### src/rtl/byte_packer.sv
// Byte-to-word packer: gathers 8-bit symbols into 32-bit words, first byte in [31:24].
// A last marker closes the stream early and fills the unused lanes with PAD_BYTE.
module byte_packer #(
  parameter logic [7:0] PAD_BYTE = 8'h00
) (
  input  logic        clk,
  input  logic        rst,
  input  logic [7:0]  in_data,
  input  logic        in_valid,
  input  logic        in_last,
  output logic        in_ready,
  output logic [31:0] out_data,
  output logic        out_valid,
  input  logic        out_ready,
  output logic        out_last,
  output logic [2:0]  out_bytes,
  output logic [31:0] word_count
);

  logic [23:0] asm_r;
  logic [1:0]  idx_r;
  logic [31:0] out_data_r;
  logic        out_valid_r;
  logic        out_last_r;
  logic [2:0]  out_bytes_r;
  logic [31:0] word_count_r;

  logic        load_ok_s;
  logic        accept_s;
  logic        complete_s;
  logic        drain_s;
  logic [23:0] asm_next_s;
  logic [31:0] word_s;

  // Lane idx takes the incoming byte; lanes above it get the pad value.
  function automatic logic [31:0] build_word(input logic [23:0] asm,
                                             input logic [1:0]  idx,
                                             input logic [7:0]  data);
    logic [31:0] w;
    case (idx)
      2'd0:    w = {data, PAD_BYTE, PAD_BYTE, PAD_BYTE};
      2'd1:    w = {asm[23:16], data, PAD_BYTE, PAD_BYTE};
      2'd2:    w = {asm[23:8], data, PAD_BYTE};
      2'd3:    w = {asm, data};
      default: w = {asm, data};
    endcase
    return w;
  endfunction

  // Accept only when the output register is free this cycle, so a completing byte never stalls.
  always_comb begin
    load_ok_s  = !out_valid_r || out_ready;
    in_ready   = !rst && load_ok_s;
    accept_s   = in_valid && in_ready;
    drain_s    = out_valid_r && out_ready;
    complete_s = accept_s && ((idx_r == 2'd3) || in_last);
    word_s     = build_word(asm_r, idx_r, in_data);
  end

  // Assembly register update for a non-completing byte.
  always_comb begin
    asm_next_s = asm_r;
    if (accept_s && !complete_s) begin
      case (idx_r)
        2'd0:    asm_next_s[23:16] = in_data;
        2'd1:    asm_next_s[15:8]  = in_data;
        2'd2:    asm_next_s[7:0]   = in_data;
        default: asm_next_s        = asm_r;
      endcase
    end else begin
      asm_next_s = asm_r;
    end
  end

  // Byte index and assembly state.
  always_ff @(posedge clk) begin
    if (rst) begin
      asm_r <= 24'h000000;
      idx_r <= 2'd0;
    end else if (complete_s) begin
      asm_r <= 24'h000000;
      idx_r <= 2'd0;
    end else if (accept_s) begin
      asm_r <= asm_next_s;
      idx_r <= idx_r + 2'd1;
    end else begin
      asm_r <= asm_r;
      idx_r <= idx_r;
    end
  end

  // Output word register; a load on the drain edge keeps out_valid high with new contents.
  always_ff @(posedge clk) begin
    if (rst) begin
      out_data_r  <= 32'h00000000;
      out_valid_r <= 1'b0;
      out_last_r  <= 1'b0;
      out_bytes_r <= 3'd0;
    end else if (complete_s) begin
      out_data_r  <= word_s;
      out_valid_r <= 1'b1;
      out_last_r  <= in_last;
      out_bytes_r <= {1'b0, idx_r} + 3'd1;
    end else if (drain_s) begin
      out_data_r  <= out_data_r;
      out_valid_r <= 1'b0;
      out_last_r  <= out_last_r;
      out_bytes_r <= out_bytes_r;
    end else begin
      out_data_r  <= out_data_r;
      out_valid_r <= out_valid_r;
      out_last_r  <= out_last_r;
      out_bytes_r <= out_bytes_r;
    end
  end

  // Handed-off word counter, wraps naturally at 2^32.
  always_ff @(posedge clk) begin
    if (rst) begin
      word_count_r <= 32'h00000000;
    end else if (drain_s) begin
      word_count_r <= word_count_r + 32'd1;
    end else begin
      word_count_r <= word_count_r;
    end
  end

  assign out_data   = out_data_r;
  assign out_valid  = out_valid_r;
  assign out_last   = out_last_r;
  assign out_bytes  = out_bytes_r;
  assign word_count = word_count_r;

endmodule

### config.mk
export PLATFORM = sky130hd
export DESIGN_NAME = byte_packer
export DESIGN_NICKNAME = d
export VERILOG_FILES = /design/src/rtl/byte_packer.sv
export SDC_FILE = /design/constraint.sdc
export NUM_CORES = 1
export LEC_CHECK = 0
export BUFFER_PORTS_ARGS = -buffer_cell sky130_fd_sc_hd__buf_2
export CORE_ASPECT_RATIO = 1.25
export CORE_UTILIZATION = 35
export DETAILED_ROUTE_END_ITERATION = 6
export PLACE_DENSITY = 0.53
export REMOVE_ABC_BUFFERS = 1
export SLEW_MARGIN = 20
export SYNTH_ARGS = -nofsm -noshare
export SYNTH_HDL_FRONTEND = slang
export SYNTH_SLANG_ARGS = --single-unit
export TNS_END_PERCENT = 100
### constraint.sdc
create_clock -name clk -period 1.6 [get_ports clk]
set_input_delay 0.08 -clock clk [delete_from_list [all_inputs] [get_ports clk]]
set_output_delay 0.08 -clock clk [all_outputs]
set_load 0.01 [all_outputs]
# --- After elaboration in Yosys (flattened, before gate mapping) ---
# Index checks and enable logic that the tools add are counted.
# Widths: inputs -> output; s select.
totals:
  reg_bits: 95
  in_bits: 13
  out_inout_bits: 70
  elab_cells: 34
classes:
  n_addsub: 3
  eq_ne: 3
  mux: 3
  n_reduce_logical: 16
ops:
  columns: ["operator", "n"]
  rows:
  - ["$pmux 32 s4", 1]
  - ["$add 32x1->32 const B", 1]
  - ["$reduce_and 3->1", 3]
  - ["$logic_and 1x1->1", 5]
  - ["$eq 2x2->1 const B", 2]
  - ["$add 2x1->3 const B", 1]
  - ["$logic_not 1->1", 3]
  - ["$add 2x1->2 const B", 1]
  - ["$eq 2x1->1 const B", 1]
  - ["$logic_not 2->1", 1]
  - ["$logic_or 1x1->1", 2]
  - ["$mux 1", 2]
  - ["$reduce_bool 2->1", 1]
  - ["$reduce_or 2->1", 1]

# --- Longest topological paths before layout ---
# Gate-level depths: netlist of run 1.
depth:
  ltp_word: 8
  ltp_mapped: 7
  depth_no_buf: 6

# --- Least setup slack after synthesis of run 1 ---
# No wires, ideal clock.
synth_path:
  path_kind: "reg-to-reg"
  start: "register word_count_r[13], in the netlist word_count[13]"
  end: "register word_count_r[27], in the netlist word_count[27]"
  setup_time_ns: 0.070
  arrival_ns: 1.801
  required_ns: 1.530
  slack_ns: -0.272
  path_stages_with_launch: 6
  n_path_buf: 1
  period_less_slack_ns: 1.872
  path_cell_list: "dfxtp_1 -> nand4_2 -> or4_4 -> buf_6 -> or4_1 -> a21oi_1"
synth_between:
  elab_chain_cells: 1
synth_lines:
  columns: ["item", "line", "rtl"]
  rows:
  - ["from (decl)", "26", "logic [31:0] word_count_r;"]
  - ["from (signal assigned)", "122", "word_count_r <= word_count_r + 32'd1;"]
  - ["from (signal assigned)", "124", "word_count_r <= word_count_r;"]
  - ["$add 32x1->32", "122", null]
# No other way between the ends.
# A chain may end at the register's enable or synchronous reset.

# --- Worst setup path in the final report of run 1 ---
layout_path:
  start: "register out_valid_r, in the netlist out_valid"
  end: "register word_count_r[26], in the netlist word_count[26]"
layout_between:
  elab_chain_cells: 1
layout_lines:
  columns: ["item", "line", "rtl"]
  rows:
  - ["from (decl)", "23", "logic out_valid_r;"]
  - ["from (signal assigned)", "111", "out_valid_r <= out_valid_r;"]
  - ["$logic_and 1x1->1", "55", "drain_s = out_valid_r && out_ready;"]
# No other way between the ends.

==> results_dict.tcl, run 1 <==
set metrics [dict create \
    rsz0062_at_grt "yes" \
    synth_seq_cells 95 \
    initial_core_util_pct 35.9 \
    clockRootBuffer "clkbuf_16" \
    synth_top_cell_area_share_pct 47.8 \
    max_freq_mhz 557 \
    finish.utilization_pct 52.3 \
    max_cap_violations 0 \
    fin_tns_setup_ns -1.55 \
    first_pass_iters 5 \
    critPathArrivalTime_ns 2.07 \
    area_delta_synth_final_pct 45.7 \
    synth.most_common_cell "dfxtp_1" \
    synthCells 413 \
    synth_area_leader_cell "dfxtp_1" \
    startpoint_type "register" \
    cts_tree "done" \
    clock_sinks 95 \
    synth_area_um2 3980 \
    swShare_pct 25.4 \
    ys_warn_count 0 \
    yosys.cell_types.count 42 \
    cts_made_buffers 9 \
    path_clk_slew_ns 0.07 \
    power_switching_w 0.00124 \
    hold_path.class "in -> reg" \
    grtUsageMet3_pct 4.21 \
    grt_max_degree 46 \
    insertion_delay_ns 0.35 \
    grt_pass1_wl_um 16600 \
    finClkSkew_ns 0.00885 \
    die_h_um 121 \
    fin_crit_sh_pct 112 \
    report.final.setup_viol 16 \
    top_usage_layer "met2" \
    placed_area_um2 5050 \
    drt_iter0_markers 108 \
    final_nets 588 \
    grt_overflow 0 \
    fin_crit_ns 1.79 \
    power_density_nw_per_um2 840 \
    slew_headroom_pct 75.6 \
    drc 0 \
    coreArea_um2 11100 \
    worstSetupPathType "reg -> reg" \
    yosysSeqAreaShare_pct 47.8 \
    p_int_w 0.00363 \
    drv_slew 0 \
    cts_buffer_depth 2 \
    power_frac_comb_pct 6.6 \
    wl_per_cell_um 14.8 \
    drive_above_1_share_pct 42.6 \
    die-area_um2 11800 \
    tightestPinTransition_ns 0.367 \
    chipWidth_um 97.4 \
    clockPowerShare_pct 44.1 \
    io_pins 83 \
    dp_hpwl_um 7250 \
    async_reset_ff_share_pct 0 \
    htreeDepth 3 \
    p_total_w 0.00487 \
    first_global_vias 3383 \
    critPathRequiredTime_ns 1.87 \
    routabilityCongestion 0.741 \
    met1_usage_pct 21.6 \
    design_area_um2 5800 \
    worst_slack_ns -0.194 \
    grtUsageMet2_pct 29.9 \
    fin_cells 708 \
    grt_use_total_pct 17.5 \
    synth_area_leaders "dfxtp_1 (48%), mux2i_1 (6.5%), nor2_1 (4.9%), a22oi_1 (4.7%), o2bb2ai_1 (3.5%)" \
    ant_nets 0 \
    ir_drop_mv 0.621 \
    netlist_top_cells_count "dfxtp_1 (95), nor2_1 (52), mux2i_1 (26)" \
    critical_path.max_fanout 3 \
    power_frac_seq_pct 49.3 \
    endpoint_kind "register" \
    postSynthAreaPerCell_um2 9.64 \
    row_count 43 \
    antennaDiodeCount 0 \
    port_buffers 82 \
    synth_edf_count 0 \
    synth_flop_cell "dfxtp_1" \
    wl_um 10500 \
    dp_cells 678 \
    hold_depth 3 \
    leakagePower_nw 2.52 \
    violations "negative setup slack" \
    status "complete, but fails checks" \
    routed_via_density 5.19 \
    dr_total_vias 3672 \
    r2r.worst_path.cells 5 \
    antenna_found_initial 0 \
    hold_viol 0 \
]
==> path summary, 6_finish.rpt <==
check / endpoint / startpoint / slack [ns]
worst min register to register: out_data[1]$_SDFFE_PP0P_ / out_data[1]$_SDFFE_PP0P_ / 0.46
worst max-delay path: word_count[26]$_SDFFE_PP0P_ / out_valid$_SDFFE_PP0P_ / -0.19
worst min-delay path: asm_r[6]$_SDFFE_PP0P_ / in_data[6] / 0.07
worst max register to register: word_count[26]$_SDFFE_PP0P_ / out_valid$_SDFFE_PP0P_ / -0.19
==> cell usage in the layout (no fill, tap or decap), drive strengths merged <==
cell / n
or4b: 3
mux2: 1
a22oi: 25
o21ba: 1
and4: 5
and2b: 1
nand3: 12
clkbuf: 9
xnor2: 2
dlygate4sd3: 1
a32o: 8
a21oi: 24
or2b: 1
mux2i: 26
xor2: 8
o31ai: 13
nand2b: 1
o31a: 1
nor3: 2
nor2: 52
and2: 3
dfxtp: 95
nand2: 10
and3: 3
or2: 2
buf: 170
nor4: 3
o41ai: 3
or3: 4
nand4: 16
a211oi: 8
o2bb2ai: 16
or4: 15
inv: 11
ha: 7
nor2b: 2
clkinv: 3
o21ai: 6
==> power by group through the flow <==
stage	registers [W]	clock network, W	logic (W)
after floorplan	0.00247	0	0.000126
after detailed placement	0.00246	0	0.000300
after global placement	0.00246	0	0.000299
after CTS	0.00240	0.00221	0.000309
after global routing	0.00240	0.00232	0.000353
final	0.00240	0.00215	0.000324
==> critical path, stage by stage, from the launching register on <==
cell     delay, ns
dfxtp_2       0.32
nand4_1       0.17
nor4_1        0.32
buf_4         0.16
or4b_2        0.58
a21oi_1       0.17
==> flip-flops by register name, indices dropped and copies added, names as in the netlist <==
name and flops:
out_data 32, word_count 32, out_valid 1, out_last 1, out_bytes 3, idx_r 2, asm_r 24
==> layout make-up <==
class | count | area [µm²]
fill | 1043 | 5290
multi-input combinational | 284 | 2180
sequential | 95 | 1930
timing repair buffer | 171 | 1190
clock buffer | 9 | 225
tap | 135 | 169
clock inverter | 7 | 77.6
inverter | 7 | 26.3
==> cells by family after synthesis <==
| group | share of synthesized area [%] |
|---|---|
| buffers and inverters | 3.58 |
| xor gates and xnor gates | 2.20 |
| adders and majority gates | 2.20 |
| muxes | 6.82 |
| AOI/OAI and AO/OA | 19.1 |
| DFF | 47.8 |
| and+or+nand+nor | 18.3 |
==> per-stage QoR <==
stage	hold WS, ns	setup WS, ns
after CTS	0.0415	-0.253
after global routing	0.0833	-0.255
after detailed placement	0.329	-0.251
final	0.0720	-0.194
after global placement	0.328	-0.227
after floorplan	0.149	-0.989
==> metal layers <==
layer | vias to the layer above | wire [µm]
met2 | 71 | 5290
met1 | 1722 | 4650
met5 | - | 0
met4 | 0 | 109
li1 | 1873 | -
met3 | 6 | 416
==> timing repair <==
item                       in CTS  in global routing
hold endpoints to repair        1                  0
setup endpoints to repair      49                 72
pin swaps                      16                 17
hold buffers                    1                  0
cloned                          1                  0
buffers inserted                9                  3
gates resized for setup        43                 43
Power figures use the tool's default switching activity.
==> run 2: changes to the inputs <==
--- a/config.mk
+++ b/config.mk
@@ -6,10 +6,12 @@
 export NUM_CORES = 1
 export LEC_CHECK = 0
 export BUFFER_PORTS_ARGS = -buffer_cell sky130_fd_sc_hd__buf_2
+export CELL_PAD_IN_SITES_DETAIL_PLACEMENT = 0
+export CELL_PAD_IN_SITES_GLOBAL_PLACEMENT = 1
 export CORE_ASPECT_RATIO = 1.25
 export CORE_UTILIZATION = 35
 export DETAILED_ROUTE_END_ITERATION = 6
-export PLACE_DENSITY = 0.53
+export PLACE_DENSITY = 0.67
 export REMOVE_ABC_BUFFERS = 1
 export SLEW_MARGIN = 20
 export SYNTH_ARGS = -nofsm -noshare
==> results_dict.tcl, run 2 (synthesized netlist as in run 1, its figures left out) <==
set metrics [dict create \
    final_nets 582 \
    p_int_w 0.00395 \
    power_density_nw_per_um2 887 \
    placed_area_um2 5070 \
    critPathArrivalTime_ns 2.08 \
    fill_cells 1029 \
    fin_crit_sh_pct 117 \
    antenna_found_initial 0 \
    met3WireLength_um 443 \
    multi_input_area_um2 2150 \
    swShare_pct 23.5 \
    violations "negative setup slack" \
    row_count 43 \
    drv_slew 0 \
    max_freq_mhz 535 \
    startpoint_type "register" \
    critPathRequiredTime_ns 1.81 \
    coreArea_um2 11100 \
    path_clk_slew_ns 0.07 \
    finish.utilization_pct 52.5 \
    routabilityCongestion 0.738 \
    wl_met1_um 4690 \
    routed_via_density 5.34 \
    power_switching_w 0.00121 \
    htreeDepth 3 \
    clockPowerShare_pct 46.7 \
    dr_total_vias 3751 \
    ant_nets 0 \
    ir_drop_mv 0.652 \
    insertion_delay_ns 0.34 \
    seq_area_um2 1920 \
    clock_sinks 95 \
    dp_cells 673 \
    grt_max_degree 42 \
    max_cap_violations 0 \
    status "complete, but fails checks" \
    final_common_cell "buf_2" \
    p_total_w 0.00516 \
    drive_above_1_share_pct 41.3 \
    grt_pass1_wl_um 17400 \
    io_pins 83 \
    cts_buffer_depth 2 \
    first_pass_iters 4 \
    slew_headroom_pct 69.4 \
    cts_made_buffers 9 \
    wl_per_cell_um 15.9 \
    crit_path_top_delay_cell "or4_4" \
    drc 0 \
    first_global_vias 3588 \
    rsz0062_at_grt "yes" \
    antennaDiodeCount 0 \
    report.final.setup_viol 21 \
    cts_tree "done" \
    die-area_um2 11800 \
    cts_hold_buf 0 \
    worstSetupPathType "reg -> reg" \
    most-common-layout-cells "buf_2 (82), dfxtp_1 (81), buf_4 (58)" \
    critical_path.max_fanout 6 \
    endpoint_kind "register" \
    power_frac_seq_pct 46.7 \
    wl_um 11200 \
    hold_path.class "in -> reg" \
    worst_slack_ns -0.268 \
    cp_cell_sequence "nand4_1 > buf_4 > or4_4 > buf_6 > o31ai_2 > a21oi_1" \
    dp_hpwl_um 7490 \
    grt_use_total_pct 18.4 \
    fin_cells 702 \
    finClkSkew_ns 0.00424 \
    hold_viol 0 \
    die_h_um 121 \
    wl_met2_um 5840 \
    port_buffers 82 \
    area_delta_synth_final_pct 46.1 \
    design_area_um2 5810 \
    cpPeakStageDelay_ns 0.59 \
    initial_core_util_pct 35.9 \
    clockRootBuffer "clkbuf_16" \
    fin_tns_setup_ns -2.42 \
    leakagePower_nw 2.53 \
    fin_crit_ns 1.87 \
    tightestPinTransition_ns 0.459 \
    grt_overflow 0 \
    power_frac_comb_pct 6.6 \
    topRoutingLayerUsed "met4" \
    drt_iter0_markers 99 \
    chipWidth_um 97.4 \
]
-- run 2: cell types whose count changed in the layout (fill, tap and decap cells not counted), moves of 2 or more --
cell	delta
o31ai_2	+3
o31ai_4	-3
buf_12	+4
bufinv_16	+2
a21oi_2	-2
dfxtp_4	-2
buf_4	-9
dfxtp_1	+3
a21oi_1	+2
-- run 2: per-layer routing --
metal	GRT usage, %	vias up
li1	-	1851
met1	21.6	1805
met2	33.0	84
met3	3.97	11
met4	6.53	0
met5	0	-
-- run 2: per-stage QoR --
stage / hold WS [ns] / setup slack (ns)
after CTS: 0.0349 / -0.234
final: 0.0422 / -0.268
after global routing: 0.0406 / -0.314
after global placement: 0.394 / -0.253
after detailed placement: 0.397 / -0.247
after floorplan: 0.149 / -0.989
-- run 2: power by group through the flow --
| stage | combinational, W | clock (W) | sequential, W |
|---|---|---|---|
| 3_5_place_dp | 0.000308 | 0 | 0.00246 |
| 2_1_floorplan | 0.000126 | 0 | 0.00247 |
| 4_1_cts | 0.000331 | 0.00249 | 0.00240 |
| 5_1_grt | 0.000371 | 0.00258 | 0.00241 |
| 3_3_place_gp | 0.000306 | 0 | 0.00246 |
| 6_report | 0.000342 | 0.00241 | 0.00241 |
-- run 2: worst max-delay path, delay by kind of cell, from the launching register on --
family	cells	cell delay [ns]
flops	1	0.43
compound gates	2	0.27
buf+inv	2	0.32
simple gates	2	0.73
-- run 2: final cells by class --
class | instances | share of cell area [%]
inverter | 7 | 0.452
timing repair buffer | 165 | 20.7
clock inverter | 7 | 1.96
tap | 135 | 2.91
clock buffer | 9 | 3.87
sequential | 95 | 33.1
multi-input combinational | 284 | 37.0
-- run 2: path summary, 6_finish.rpt --
kind / from / endpoint / slack, ns / cells past startpoint
min: rst / out_bytes[0]$_SDFFE_PP0P_ / 0.04 / 2
max reg2reg: word_count[16]$_SDFFE_PP0P_ / word_count[27]$_SDFFE_PP0P_ / -0.27 / 6
min reg2reg: out_data[17]$_SDFFE_PP0P_ / out_data[17]$_SDFFE_PP0P_ / 0.46 / 1
max: word_count[16]$_SDFFE_PP0P_ / word_count[27]$_SDFFE_PP0P_ / -0.27 / 6
-- run 2: repair_timing --
action                                  4_1_cts  5_1_grt
endpoints found under the hold margin         0        0
buffers inserted                              8        4
endpoints found under the setup margin       68       72
cloned                                        2        1
resized for setup                            36       41
pin swaps                                    20       27
